**src/rtl/uart_pkg.sv**
```systemverilog
// Shared types and helpers for the periodic UART transmitter.
// Frame states, data width and baud terminal-count helper.
package uart_pkg;

  localparam int DATA_BITS = 8;

  typedef enum logic [2:0] {
    IDLE,
    START,
    DATA,
    PARITY,
    STOP
  } state_t;

  function automatic int calc_mcnt_baud(input int clk_freq, input int baud);
    return clk_freq / baud - 1;
  endfunction

endpackage

```
**src/rtl/uart_tx_core.sv**
```systemverilog
// Single-frame UART serializer: start, LSB-first data, optional even parity, stop.
// UART_PARITY_EN adds the parity bit; a start request is ignored while a frame is in flight.
module uart_tx_core
  import uart_pkg::*;
#(
  parameter int MCNT_BAUD = 433
) (
  input  logic                 clk,
  input  logic                 rst_n,
  input  logic                 start,
  input  logic [DATA_BITS-1:0] tx_data,
  output logic                 busy,
  output logic                 tx
);

  localparam int BW = (MCNT_BAUD > 0) ? $clog2(MCNT_BAUD + 1) : 1;

  state_t                 state;
  logic [BW-1:0]          baud_cnt;
  logic [2:0]             bit_idx;
  logic [DATA_BITS-1:0]   tx_byte;
  logic                   bit_end;

  assign bit_end = (baud_cnt == BW'(MCNT_BAUD));
  assign busy    = (state != IDLE);

  // tx is updated on the same edge as the state it belongs to, so it is always a flop output.
  always_ff @(posedge clk or negedge rst_n) begin
    if (!rst_n) begin
      state    <= IDLE;
      baud_cnt <= '0;
      bit_idx  <= '0;
      tx_byte  <= '0;
      tx       <= 1'b1;
    end else if (state == IDLE) begin
      baud_cnt <= '0;
      bit_idx  <= '0;
      if (start) begin
        state   <= START;
        tx_byte <= tx_data;
        tx      <= 1'b0;
      end
    end else if (!bit_end) begin
      baud_cnt <= baud_cnt + BW'(1);
    end else begin
      baud_cnt <= '0;
      case (state)
        START: begin
          state   <= DATA;
          bit_idx <= '0;
          tx      <= tx_byte[0];
        end
        DATA: begin
          if (bit_idx == 3'(DATA_BITS - 1)) begin
`ifdef UART_PARITY_EN
            state <= PARITY;
            tx    <= ^tx_byte;
`else
            state <= STOP;
            tx    <= 1'b1;
`endif
          end else begin
            bit_idx <= bit_idx + 3'd1;
            tx      <= tx_byte[bit_idx + 3'd1];
          end
        end
        PARITY: begin
          state <= STOP;
          tx    <= 1'b1;
        end
        STOP: begin
          state <= IDLE;
          tx    <= 1'b1;
        end
        default: begin
          state <= IDLE;
          tx    <= 1'b1;
        end
      endcase
    end
  end

endmodule

```
**src/rtl/uart_periodic_byte_tx.sv**
```systemverilog
// Sends Data as one UART frame every MCNT_DLY+1 clocks and toggles LED per trigger.
// UART_PARITY_EN selects 8E1 framing; triggers landing mid-frame only toggle LED.
module uart_periodic_byte_tx
  import uart_pkg::*;
#(
  parameter int CLK_FREQ  = 50_000_000,
  parameter int BAUD      = 115_200,
  parameter int MCNT_BAUD = calc_mcnt_baud(CLK_FREQ, BAUD),
  parameter int MCNT_DLY  = 50_000_000 - 1
) (
  input  logic                 CLK,
  input  logic                 Reset_n,
  input  logic [DATA_BITS-1:0] Data,
  output logic                 uart_tx,
  output logic                 LED
);

  localparam int DW = (MCNT_DLY > 0) ? $clog2(MCNT_DLY + 1) : 1;

  logic [DW-1:0] dly_cnt;
  logic          trigger;
  logic          busy;
  logic          start;

  assign trigger = (dly_cnt == DW'(MCNT_DLY));

  // The interval counter never stalls, so the send cadence is independent of frame length.
  always_ff @(posedge CLK or negedge Reset_n) begin
    if (!Reset_n) begin
      dly_cnt <= '0;
      LED     <= 1'b0;
    end else begin
      dly_cnt <= trigger ? '0 : dly_cnt + DW'(1);
      if (trigger) LED <= ~LED;
    end
  end

  assign start = trigger & ~busy;

  uart_tx_core #(
    .MCNT_BAUD (MCNT_BAUD)
  ) u_core (
    .clk     (CLK),
    .rst_n   (Reset_n),
    .start   (start),
    .tx_data (Data),
    .busy    (busy),
    .tx      (uart_tx)
  );

endmodule

```
**config.mk**
```make
export PLATFORM = sky130hd
export DESIGN_NAME = uart_periodic_byte_tx
export DESIGN_NICKNAME = d
export VERILOG_FILES = /design/src/rtl/uart_pkg.sv /design/src/rtl/uart_tx_core.sv /design/src/rtl/uart_periodic_byte_tx.sv
export SDC_FILE = /design/constraint.sdc
export NUM_CORES = 1
export LEC_CHECK = 0
export ABC_CLOCK_PERIOD_IN_PS = 2300
export CORE_UTILIZATION = 55
export DETAILED_ROUTE_END_ITERATION = 12
export PLACE_DENSITY = 0.76
export SETUP_SLACK_MARGIN = 0.02
export SYNTH_ARGS = -nofsm -noshare
export SYNTH_HDL_FRONTEND = slang
export SYNTH_SLANG_ARGS = --single-unit
```
**constraint.sdc**
```tcl
create_clock -name CLK -period 2.3 [get_ports CLK]
set_input_delay 0.575 -clock CLK [delete_from_list [all_inputs] [get_ports CLK]]
set_output_delay 0.575 -clock CLK [all_outputs]
set_load 0.03 [all_outputs]
```
==> metrics <==
status=finished clean; routed len/inst=between 10 and 15 um; top-count cell post-synth=dfrtp_1; CTS Sinks=51; Die Area=~4700 sq um; number of buffers created by CTS=5; hold_buf cts=0; Antenna Nets Post-Route=0; chip width=between 60 and 70 um; top cells by area, synth=dfrtp_1, xnor2_1, xor2_1; area growth from synthesis to layout=11.8%; post-route minimum period=2.08 ns; clk_lat worst skew=around 0.31 ns; Fmax=approximately 480 MHz; crit path kind=reg2out; Worst R2R End=u_core.tx_byte[0]$_DFFE_PN0P_; P_leak=approximately 1.2 nW; max incr delay on CP=approximately 0.66 ns; worst-path cell chain=clkdlybuf4s50_1; number of remaining DRC errors=0; core area=between 4000 and 5000 sq um; final hold violation count=0; gr usage total=between 20 and 25%; total gr overflow=0; top cell type's share of synthesized area=51.4%; Max Cap Viol=0; standard-cell rows=23; placed cell count=276; Slew HR=roughly three fifths; setup TNS=0 ns; routability cong.=approximately 0.77; CP endpoint kind=output port; reg2reg path depth=6; clk slew on worst S/H paths=~0.090 ns; number of global-route vias before repair=between 1500 and 2000; critical path peak fanout=2; EDFF count, synth=0; synth cell count leaders=dfrtp_1, nor2_1, nand3_1; YS warnings=0; worst path bufs/invs=1; initial antenna violation count=0; Detailed Route WL=4090 um; Avg Inst Size Synth=roughly 11 sq um; leading area contributor after synthesis=dfrtp_1; DR iter-0 viols=73; largest net degree at the start of global routing=29; Unique masters post-synth=37; Initial Util=between 50% and 60%; Slowest-stage cell, CP=clkdlybuf4s50_1; most common flop cell mapped by yosys=dfrtp_1; Post CTS Setup Buffer Count=0; DR vias/cell=between 5 and 6; number of cells on the critical path=1; worst setup path start=u_core.tx$_DFFE_PN1P_; Via Count=between 1500 and 2000; HP Class=in2async; layout cell share with drive strength beyond 1=between 10% and 20%; post-cts sizing count=0; final setup fails=0; crit path to=uart_tx; Die Ht=68.5 um; Period Utilization, post-route=90.5%; Mapped Area=between 2000 and 2500 sq um; Post-Syn Nets=between 200 and 250; Seq/Total Area, Yosys=roughly 52%; root buf cell=clkbuf_8; worst r2r src=dly_cnt[0]$_DFF_PN0_; Worst Skew=approximately 0.0095 ns; HPWL after DPL=2910 um; final std cells w/o fill=~280; global-route wire length before repair=roughly 6800 um; CP Data Required Time=between 1.5 and 2 ns; flops & latches, synth=just over 50; final slew viol count=0; Clock H-tree levels=2; Worst path top cell family by delay=buffers and inverters; Post-layout nets=approximately 250; Ant. Diodes=0; maximum VDD drop=0.390 mV; Port Buffers=11; Setup crit start kind=flop; async set or reset register ratio after synthesis=100%; CTS Buffer Depth=2; CTS tree=done; IO Pins=12; worst slew pin tran=around 0.59 ns; R2R Setup Slk=between 0.3 and 0.4 ns; pwr dens=566 nW/um^2; DRT Pass-1 Iters=4; post-synthesis cell count=around 220; RSZ-0062 raised after global routing=no; WP data arrival=between 1.5 and 2 ns
## layout make-up
cell class                 instances  area (sq um)
tap                               50          62.6
sequential                        51          1280
inverter                           1          3.75
fill                             322          1390
clock buffer                       7          76.3
clock inverter                     1          30.0
timing repair buffer              16           155
multi-input combinational        158          1120
## state kept, by name, summed over array words and instances, names as in the netlist
| signal | cells |
|---|---|
| dly_cnt | 26 |
| LED | 1 |
| u_core.bit_idx | 3 |
| u_core.baud_cnt | 9 |
| u_core.state | 3 |
| u_core.tx_byte | 8 |
| u_core.tx | 1 |
## cell usage in the layout (no fill, tap or decap), drive strengths merged, types with 2 or more instances in the layout
master         count
dfrtp             50
nor2              29
nand3             17
nand2             15
xnor2             15
xor2              14
clkdlybuf4s50     10
nand4              8
mux2               8
and3               7
nor3               7
clkbuf             7
buf                6
o21ai              5
ha                 5
and4               4
nand2b             3
nor4               3
nor4b              2
mux2i              2
nand3b             2
o2bb2ai            2
mux4               2
a21o               2
## worst min path at each step
stage	from	to	slack, ns	depth (start not counted)
after floorplan	Reset_n	LED$_DFFE_PN0N_	0.28	0
after global routing	Reset_n	u_core.baud_cnt[5]$_DFF_PN0_	0.28	1
after detailed placement	LED$_DFFE_PN0N_	LED$_DFFE_PN0N_	0.46	1
after global placement	LED$_DFFE_PN0N_	LED$_DFFE_PN0N_	0.46	1
after CTS	Reset_n	u_core.baud_cnt[5]$_DFF_PN0_	0.25	1
final	Reset_n	u_core.baud_cnt[2]$_DFF_PN0_	0.24	1
## metal layers
| layer | up-vias | track usage (%) | share of wire [%] |
|---|---|---|---|
| li1 | 793 | - | - |
| met1 | 789 | 24.9 | 47 |
| met2 | 19 | 33.6 | 48 |
| met3 | 8 | 3.95 | 2.6 |
| met4 | 0 | 11.7 | 2.4 |
| met5 | - | 0 | 0 |
## metrics by stage
step | hold slack (ns) | instance area [sq um] | util, % | power, mW | setup WS (ns)
2_1_floorplan | 0.279 | 2430 | - | 0.914 | 0.303
3_3_place_gp | 0.461 | 2620 | 63.6 | 0.950 | 0.415
3_5_place_dp | 0.465 | 2620 | 63.6 | 0.951 | 0.337
4_1_cts | 0.253 | 2720 | 66.2 | 1.56 | 0.212
5_1_grt | 0.282 | 2720 | 66.2 | 1.59 | 0.177
6_report | 0.237 | 2720 | 66.2 | 1.54 | 0.218
## cell families (layout without fill, tap and decap cells)
kind of cell / after synthesis / count (layout) / synth area share, %
compound gates: 12 / 12 / 3.19
flops: 51 / 51 / 52.5
mux: 12 / 12 / 7.45
buf+inv: 6 / 25 / 1.64
xor+xnor: 29 / 29 / 10.4
fa+ha+maj: 5 / 5 / 2.57
simple gates: 100 / 100 / 22.3
## power breakdown
| part | leakage [nW] | switching (mW) | total (mW) | internal [mW] |
|---|---|---|---|---|
| Clock | 0.0524 | 0.284 | 0.609 | 0.326 |
| Sequential | 0.695 | 0 | 0.896 | 0.896 |
| Combinational | 0.475 | 0.0196 | 0.0357 | 0.0161 |
| Total | 1.22 | 0.303 | 1.54 | 1.24 |
Power figures use the tool's default switching activity.
